--- config.mk ---
export PLATFORM = sky130hd
export DESIGN_NAME = hash_round_ctrl
export DESIGN_NICKNAME = d
export VERILOG_FILES = /design/src/rtl/hash_ctrl_pkg.sv /design/src/rtl/hash_round_cnt.sv /design/src/rtl/hash_round_ctrl.sv
export SDC_FILE = /design/constraint.sdc
export NUM_CORES = 1
export LEC_CHECK = 0
export CORE_ASPECT_RATIO = 0.75
export CORE_MARGIN = 10
export CORE_UTILIZATION = 30
export DETAILED_ROUTE_END_ITERATION = 12
export PLACE_DENSITY_LB_ADDON = 0.1
export SETUP_SLACK_MARGIN = 0.02
export SYNTH_ARGS = -nofsm -noshare
export SYNTH_HDL_FRONTEND = slang
export SYNTH_SLANG_ARGS = --single-unit
--- constraint.sdc ---
create_clock -name clk -period 1.8 [get_ports clk]
set_clock_uncertainty 0.2 [all_clocks]
set_input_delay 0.27 -clock clk [delete_from_list [all_inputs] [get_ports clk]]
set_output_delay 0.27 -clock clk [all_outputs]
set_load 0.02 [all_outputs]
--- src/rtl/hash_ctrl_pkg.sv ---
// rtl/hash_ctrl_pkg.sv - shared state encoding and default geometry for the hash round controller
package hash_ctrl_pkg;

    localparam int DEF_N_ITER   = 8;
    localparam int DEF_N_ROUNDS = 12;
    localparam int DEF_CNT_W    = 16;

    typedef enum logic [2:0] {
        S_IDLE  = 3'd0,
        S_LOAD  = 3'd1,
        S_ROUND = 3'd2,
        S_FINAL = 3'd3,
        S_OUT   = 3'd4
    } state_t;

endpackage

--- src/rtl/hash_round_cnt.sv ---
// rtl/hash_round_cnt.sv - iteration/round counter pair with clear, finalisation preset and wrap/last flags
module hash_round_cnt
    import hash_ctrl_pkg::*;
#(
    parameter int N_ITER   = DEF_N_ITER,
    parameter int N_ROUNDS = DEF_N_ROUNDS
) (
    input  logic                        clk,
    input  logic                        rst_n,
    input  logic                        i_en,
    input  logic                        i_round_en,
    input  logic                        i_clr,
    input  logic                        i_set_fin,
    output logic [$clog2(N_ITER)-1:0]   o_iter,
    output logic [$clog2(N_ROUNDS):0]   o_round,
    output logic                        o_wrap,
    output logic                        o_last
);

    localparam int IW = $clog2(N_ITER);
    localparam int RW = $clog2(N_ROUNDS) + 1;
    localparam logic [IW-1:0] ITER_MAX   = IW'(N_ITER - 1);
    localparam logic [RW-1:0] ROUND_LAST = RW'(N_ROUNDS - 1);
    localparam logic [RW-1:0] ROUND_FIN  = RW'(N_ROUNDS);

    logic [IW-1:0] r_iter;
    logic [RW-1:0] r_round;

    assign o_wrap  = (r_iter == ITER_MAX);
    assign o_last  = o_wrap && (r_round == ROUND_LAST);
    assign o_iter  = r_iter;
    assign o_round = r_round;

    // Round only advances on wrap when i_round_en; during finalisation it stays parked at N_ROUNDS.
    always_ff @(posedge clk or negedge rst_n) begin
        if (!rst_n) begin
            r_iter  <= '0;
            r_round <= '0;
        end else if (i_clr) begin
            r_iter  <= '0;
            r_round <= '0;
        end else if (i_set_fin) begin
            r_iter  <= '0;
            r_round <= ROUND_FIN;
        end else if (i_en) begin
            if (o_wrap) begin
                r_iter <= '0;
                if (i_round_en) begin
                    r_round <= r_round + 1'b1;
                end
            end else begin
                r_iter <= r_iter + 1'b1;
            end
        end
    end

endmodule

--- src/rtl/hash_round_ctrl.sv ---
// rtl/hash_round_ctrl.sv - block load / round / finalisation sequencer for an iterative hash core
module hash_round_ctrl
    import hash_ctrl_pkg::*;
#(
    parameter int N_ITER   = DEF_N_ITER,
    parameter int N_ROUNDS = DEF_N_ROUNDS,
    parameter int CNT_W    = DEF_CNT_W
) (
    input  logic                        clk,
    input  logic                        rst_n,
    input  logic                        start,
    input  logic                        abort,
    input  logic                        F_dr,
    input  logic                        End_Of_File,
    input  logic                        H_ack,
    output logic                        F_rtr,
    output logic                        validate_input,
    output logic                        validate_R_H,
    output logic                        switch_operation,
    output logic                        H_ready,
    output logic [$clog2(N_ITER)-1:0]   I,
    output logic [$clog2(N_ROUNDS):0]   round,
    output logic                        busy,
    output logic [CNT_W-1:0]            blk_cnt,
    output logic                        cnt_ovf
);

    state_t             r_state;
    state_t             w_state_nxt;
    logic               r_f_rtr;
    logic               r_switch;
    logic               r_h_ready;
    logic               r_busy;
    logic               r_eof_flag;
    logic               r_cnt_ovf;
    logic [CNT_W-1:0]   r_blk_cnt;

    logic w_wrap;
    logic w_last;
    logic w_load;
    logic w_start;
    logic w_cnt_clr;
    logic w_cnt_en;
    logic w_set_fin;
    logic w_round_en;

    assign validate_input = F_dr & r_f_rtr;
    assign w_load         = validate_input & ~abort;
    assign w_start        = (r_state == S_IDLE) & start & ~abort;

    always_comb begin
        w_state_nxt = r_state;
        if (abort) begin
            w_state_nxt = S_IDLE;
        end else begin
            case (r_state)
                S_IDLE:  if (start) w_state_nxt = S_LOAD;
                S_LOAD: begin
                    if (F_dr)             w_state_nxt = S_ROUND;
                    else if (End_Of_File) w_state_nxt = S_FINAL;
                end
                S_ROUND: if (w_last) w_state_nxt = r_eof_flag ? S_FINAL : S_LOAD;
                S_FINAL: if (w_wrap) w_state_nxt = S_OUT;
                S_OUT:   if (H_ack)  w_state_nxt = S_IDLE;
                default: w_state_nxt = S_IDLE;
            endcase
        end
    end

    // Counters are zero whenever the next state is IDLE/LOAD; an empty message jumps straight to FINAL.
    assign w_cnt_clr  = (w_state_nxt == S_IDLE) || (w_state_nxt == S_LOAD);
    assign w_set_fin  = (r_state == S_LOAD) && (w_state_nxt == S_FINAL);
    assign w_cnt_en   = (r_state == S_ROUND) || (r_state == S_FINAL);
    assign w_round_en = (r_state == S_ROUND);

    hash_round_cnt #(
        .N_ITER   (N_ITER),
        .N_ROUNDS (N_ROUNDS)
    ) u_cnt (
        .clk        (clk),
        .rst_n      (rst_n),
        .i_en       (w_cnt_en),
        .i_round_en (w_round_en),
        .i_clr      (w_cnt_clr),
        .i_set_fin  (w_set_fin),
        .o_iter     (I),
        .o_round    (round),
        .o_wrap     (w_wrap),
        .o_last     (w_last)
    );

    always_ff @(posedge clk or negedge rst_n) begin
        if (!rst_n) begin
            r_state   <= S_IDLE;
            r_f_rtr   <= 1'b0;
            r_switch  <= 1'b0;
            r_h_ready <= 1'b0;
            r_busy    <= 1'b0;
        end else begin
            r_state   <= w_state_nxt;
            r_f_rtr   <= (w_state_nxt == S_LOAD);
            r_switch  <= (w_state_nxt == S_FINAL);
            r_h_ready <= (w_state_nxt == S_OUT);
            r_busy    <= (w_state_nxt != S_IDLE);
        end
    end

    // Count and overflow survive abort so software can inspect them until the next start.
    always_ff @(posedge clk or negedge rst_n) begin
        if (!rst_n) begin
            r_blk_cnt  <= '0;
            r_cnt_ovf  <= 1'b0;
            r_eof_flag <= 1'b0;
        end else if (w_start) begin
            r_blk_cnt  <= '0;
            r_cnt_ovf  <= 1'b0;
            r_eof_flag <= 1'b0;
        end else if (w_load) begin
            r_eof_flag <= End_Of_File;
            if (r_blk_cnt == '1) begin
                r_cnt_ovf <= 1'b1;
            end else begin
                r_blk_cnt <= r_blk_cnt + 1'b1;
            end
        end
    end

    assign F_rtr            = r_f_rtr;
    assign switch_operation = r_switch;
    assign validate_R_H     = validate_input | r_switch;
    assign H_ready          = r_h_ready;
    assign busy             = r_busy;
    assign blk_cnt          = r_blk_cnt;
    assign cnt_ovf          = r_cnt_ovf;

endmodule

==> results.yml <==
outcome:
  status: "finished, violations left"
  violations: "setup timing"
critical_path:
  crit_path_end_kind: "register"
  cp_max_fo: 8
  worstPathArrival_ns: 1.85
  crit_top_cell: "ha_4"
  timing.critical_path.cells: "ha_4 > ha_4 > nand2_2 > o311a_4 > o21ai_4 > buf_12 > a221oi_2"
  cpMaxStageDelayCell: "dfrtp_2"
  reg2reg_from: "u_cnt.o_iter[0]"
  crit_required_ns: 1.79
  worst-path-buf-inv: 1
  critPathLaunchType: "register"
  startpoint: "u_cnt.o_iter[0]"
  slowest_delay_ns: 0.43
  critPathTopFamily: "compound AO/OA/AOI/OAI gates"
  critPathKind: "reg -> reg"
routing:
  drt_wl_total_um: 6158
  vias: 1962
  drt-pass1-iter-count: 4
  drtIter0Drc: 57
  drtAntennaViolNets: 0
  drc: 0
  wire_per_inst_um: 15.79
  via_per_inst: 5.031
synthesis:
  synth-simple-area-share_pct: 26.65
  ys.flop_type: "dfrtp_1"
  synth.area.mux_share_pct: 5.879
  synth_top_family_by_area: "simple AND/OR/NAND/NOR gates"
  synth_edf_count: 0
  yosys.area_share.xor_xnor_pct: 1.372
  synth.avg_cell_area_um2: 9.530
  synth_cells: 201
  synth_warnings: 0
  synth_nets: 212
  yosys.area_share.adder_pct: 2.613
  ys_types: 51
  synth_compound_area_share_pct: 15.61
  ys_ff_latch: 33
  ys_seq_area_share_pct: 43.11
  syn-cell-area_mm2: 0.001916
  async_flop_share_pct: 100.0
clock_tree:
  cts_tree: "done"
  clk_pin_slew_ns: 0.07
  cts_made_buffers: 5
  insertion_delay_ns: 0.29
  clock_path_buffers: 2
  h-tree-depth: 2
  clock_sinks: 33
  root_buffer: "clkbuf_8"
sta:
  max_freq_mhz: 538.6
  fin_setup_tns_ns: -0.1401
  worst_slew_pin_slew_ns: 0.4136
  slew_violations: 0
  period_share_pct: 103.2
  fin_crit_ns: 1.857
  holdWs_ns: 0.1477
  hold_violations: 0
  relSlewSlack_pct: 72.22
  finalSetupViolations: 9
  setup_ws_ns: -0.05670
  rsz0062_at_grt: "yes"
final_layout:
  fin_nets: 319
  diodes: 0
  mostFrequentLayoutCell: "buf_4"
  drive_gt1_share_pct: 46.28
  layout_common_cells: "buf_4, dlygate4sd2_1, nand2_1, dfrtp_1, dfrtp_2"
  area_delta_synth_final_pct: 70.93
  fillerInstances: 564
global_routing:
  grt_pass1_wl_um: 10100
  grt_pass1_vias: 1917
  grt.total_usage_pct: 12.50
  grt_max_degree: 34
  gr-total-overflow: 0
  antenna_found_initial: 0
power:
  p_per_area_mw_per_mm2: 512.7
  p_leak_nw: 1.569
  peakVddDrop_mv: 0.2962
floorplan:
  rows: 25
  die-height_um: 89.20
  dieArea_mm2: 0.01001
  initial_core_util_pct: 30.62
  die_x_um: 112.3
  coreArea_mm2: 0.006256
  ios: 38
place:
  dp_hpwl_um: 4459
  portBuffers: 37
  gp_congestion: 0.8480
worst_hold_path:
  hold_class: "in -> async"
job:
  maxCapViolCount: 0
==> path summary, 6_finish.rpt <==
| kind | to | slack (ns) | cells past startpoint |
|---|---|---|---|
| hold / removal | blk_cnt[13] | 0.15 | 2 |
| setup reg to reg | u_cnt.o_round[3] | -0.06 | 7 |
| setup / recovery | u_cnt.o_round[3] | -0.06 | 7 |
| hold reg to reg | cnt_ovf | 0.34 | 2 |
| max in group asynchronous | u_cnt.o_round[0] | 1.05 | 2 |
| min in group clk | cnt_ovf | 0.34 | 2 |
==> sequential cells by signal, summed over array words and instances (netlist names) <==
name / cells
H_ready: 1
blk_cnt: 16
r_eof_flag: 1
r_state: 3
u_cnt.o_round: 5
F_rtr: 1
u_cnt.o_iter: 3
busy: 1
cnt_ovf: 1
switch_operation: 1
==> cell type report <==
| cell class | count | area, µm² | share of cell area [%] |
|---|---|---|---|
| Multi-Input combinational cell | 151 | 1270 | 38.78 |
| Sequential cell | 33 | 844.6 | 25.79 |
| Timing Repair Buffer | 109 | 938.4 | 28.66 |
| Tap cell | 81 | 101.3 | 3.095 |
| Clock buffer | 8 | 90.09 | 2.751 |
| Inverter | 8 | 30.03 | 0.9171 |
==> repair_timing <==
action | CTS | global route
setup buffers | 11 | 9
resized for setup | 51 | 28
cloned | 1 | 0
pin swaps | 12 | 13
endpoints found under the setup margin | 47 | 29
hold buffers | 0 | 0
==> worst register-to-register path: stages, from the launching register on <==
cell and delay (ns):
dfrtp_2 0.43, ha_4 0.17, ha_4 0.19, nand2_2 0.08, o311a_4 0.20, o21ai_4 0.07, buf_12 0.16, a221oi_2 0.25
==> cell families after synthesis <==
family | after synthesis
buf+inv | 18
xor+xnor | 3
compound gates | 42
mux | 11
flops | 33
fa+ha+maj | 4
simple gates | 90
==> cells in the mapped netlist, types with 2 or more instances <==
library cell	number	share of area, %
a21oi_1	15	3.9
nand4b_1	2	0.91
or4_1	4	1.6
nor3_1	5	1.3
o21ai_0	3	0.78
a31oi_1	3	0.98
ha_1	4	2.6
clkbuf_1	3	0.59
nand4_1	5	1.6
or2_2	3	0.98
xor2_1	2	0.91
or3b_1	2	0.91
a211oi_2	4	2.6
and2_1	4	1.3
nand2_1	23	4.5
mux2i_1	9	4.7
buf_6	2	1.2
and3_1	3	0.98
nor4b_1	2	0.91
nor2_1	8	1.6
or3_1	2	0.65
nand3_1	7	1.8
buf_2	4	1.0
mux2_2	2	1.2
dfrtp_1	33	43
o31ai_1	5	2.0
nor4_1	4	1.3
nand2b_1	8	2.6
inv_1	8	1.6
==> metal layers <==
layer,track usage [%],vias to the layer above,share of wire [%]
li1,-,952,-
met1,17.55,960,51
met2,18.06,44,42
met3,3.890,6,5.9
met4,3.103,0,0.84
met5,0,-,0
==> report_power, final <==
| group | internal [mW] | switching (mW) | total, mW |
|---|---|---|---|
| clock network | 0.312 | 0.285 | 0.598 |
| registers | 0.762 | 0.0140 | 0.776 |
| logic | 0.150 | 0.155 | 0.306 |
==> through the flow <==
step                total power [mW]  util (%)  instances  instance area (µm²)  setup WS [ns]
floorplan                     0.9205         -        201                 2066       -0.07476
finish                         1.679     52.34        390                 3274       -0.05670
detailed placement             1.068     46.04        362                 2880        -0.3620
global route                   1.757     52.34        390                 3274        -0.1233
global placement               1.067     46.04        362                 2880        -0.3643
CTS                            1.677     49.78        382                 3114       -0.04166
No activity file was read; power rests on OpenSTA's default activity.
==> patch (config.mk and constraints unchanged) <==
Change the package constant `DEF_CNT_W` from 16 to 32.
--- a/src/rtl/hash_ctrl_pkg.sv
+++ b/src/rtl/hash_ctrl_pkg.sv
@@ -3,7 +3,7 @@
 
     localparam int DEF_N_ITER   = 8;
     localparam int DEF_N_ROUNDS = 12;
-    localparam int DEF_CNT_W    = 16;
+    localparam int DEF_CNT_W    = 32;
 
     typedef enum logic [2:0] {
         S_IDLE  = 3'd0,
Ports: changed (resized blk_cnt); port bits go from 38 to 54. No check against the original RTL was run, so the function may have changed too.
==> patch against the original RTL <==
The run still ends with negative setup slack left. Clock power increased by 79%. Sequential cell count increased by 16. Critical endpoint is now blk_cnt[0]$_DFFE_PN0P_. Synthesized area increased by 43%. Largest cell class unchanged. Setup slack got worse by 0.38 ns. Total power increased by 70%. Wire length increased by 69%. Via count increased by 61%. Cell area increased by 58%.
==> patch: results (changes against the original RTL) <==
* LEAKAGE at 2.391 nW (was 1.569 nW)
* CP Capture Point: blk_cnt[0]$_DFFE_PN0P_ (was u_cnt.o_round[3]$_DFFE_PN0P_)
* Final Setup Violations at 46 (was 9)
* Final weighted congestion in routability-driven placement at 0.7853 (was 0.8480)
* Compound-Gate Fraction of Synth Area at 17.30% (was 15.61%)
* Failing checks: negative setup slack (unchanged)
* CP max stage delay at 0.39 ns (was 0.43 ns)
* Grt met1 use at 22.98% (was 17.55%)
* Routed WL at 10430 um (was 6158 um)
* PnR worst setup slack at -0.4346 ns (was -0.05670 ns)
* Critical Path Fanout Max at 5 (was 8)
* Fin nets at 493 (was 319)
* M2 GR Usage at 22.02% (was 18.06%)
* Pre-CTS setup slack at -0.8431 ns (was -0.3620 ns)
* Syn nets at 308 (was 212)
* Filler cell count at 755 (was 564)
* Rel. slew slack at 66.65% (was 72.22%)
* Outcome: complete, but fails checks (unchanged)
* Peak VDD IR at 0.5674 mV (was 0.2962 mV)
* Global-route wire length before repair at 16500 um (was 10100 um)
* Post-synthesis share of cell area spent on full adders, half adders and majority gates at 1.826% (was 2.613%)
* Seq/Total Area, Yosys at 44.73% (was 43.11%)
* Post-DP HPWL at 7210 um (was 4459 um)
* Vias in the first global route at 3046 (was 1917)
* Max reg flops at 32 (was 16)
* Synth cell types at 47 (was 51)
* DR vias/cell at 5.318 (was 5.031)
* Period utilization at 124.1% (was 103.2%)
* Post-synthesis mux area share at 1.095% (was 5.879%)
* Reg2Reg Setup Slack at -0.43 ns (was -0.06 ns)
* Clock root buffer: clkbuf_16 (was clkbuf_8)
* Switching Fraction at 26.69% (was 27.08%)
* Share of layout cells above drive strength 1 at 52.80% (was 46.28%)
* Synth cell count leaders: dfrtp_1 (49), a21oi_1 (37), o21ai_0 (22) (was dfrtp_1 (33), nand2_1 (23), a21oi_1 (15))
* R2R cell count at 10 (was 7)
patch: power by group through the flow:
stage	combinational, mW	sequential, mW	clock, mW
after detailed placement	0.486	1.19	0
after CTS	0.571	1.17	1.10
after floorplan	0.175	1.23	0
after global placement	0.485	1.19	0
after global routing	0.665	1.18	1.14
final	0.617	1.17	1.07
patch: worst max-delay path, delay by kind of cell (launching register included):
kind | cells | cell delay [ns]
DFF | 1 | 0.39
and+or+nand+nor | 3 | 0.49
buffers and inverters | 4 | 0.56
adders and majority gates | 1 | 0.15
AOI/OAI and AO/OA | 2 | 0.34
patch: area by class of cell:
class | instances | area [um2] | area share (%)
inverters | 5 | 18.77 | 0.3630
well taps | 112 | 140.1 | 2.711
clock buffers | 6 | 128.9 | 2.493
multi-input cells | 230 | 1892 | 36.59
repair buffers | 191 | 1698 | 32.84
clock inverters | 2 | 35.03 | 0.6776
flip-flops and latches | 49 | 1257 | 24.32
patch: cell families (layout without fill, tap and decap cells):
logic type / Yosys count / in the layout
mux: 3 / 3
compound gates: 81 / 82
buf+inv: 19 / 204
xor+xnor: 4 / 4
fa+ha+maj: 4 / 4
simple gates: 137 / 137
flops: 49 / 49
patch: what timing repair did:
| action | 4_1_cts | 5_1_grt |
|---|---|---|
| resized for setup | 106 | 60 |
| hold buffers | 1 | 0 |
| cloned | 4 | 0 |
| setup endpoints to repair | 87 | 52 |
| endpoints found under the hold margin | 11 | 0 |
| buffers inserted | 20 | 13 |
| pin swaps | 36 | 41 |
patch: metrics by stage:
step	hold WS (ns)	area (um2)	std cells	utilization (%)	setup TNS [ns]
detailed placement	0.001467	4307	555	48.01	-32.34
floorplan	-0.2256	2909	297	-	-9.837
global route	0.2655	5170	595	57.63	-18.36
finish	0.2338	5170	595	57.63	-15.08
CTS	0.2560	4897	587	54.59	-13.98
global placement	-0.001699	4307	555	48.01	-31.23
patch: worst min-delay path by stage:
stage	from	endpoint	slack, ns	depth (start not counted)
final	rst_n	u_cnt.o_round[4]$_DFFE_PN0P_	0.23	2
after global routing	rst_n	u_cnt.o_round[4]$_DFFE_PN0P_	0.27	2
after CTS	rst_n	u_cnt.o_round[4]$_DFFE_PN0P_	0.26	2
after detailed placement	rst_n	u_cnt.o_round[4]$_DFFE_PN0P_	0.001	1
after global placement	rst_n	u_cnt.o_round[4]$_DFFE_PN0P_	-0.002	1
after floorplan	rst_n	F_rtr$_DFF_PN0_	-0.23	0
patch: layer usage:
layer | wire (um) | part of all wire, %
met3 | 650 | 6.2
met5 | 0 | 0
met2 | 4435 | 43
met1 | 5280 | 51
met4 | 60 | 0.58
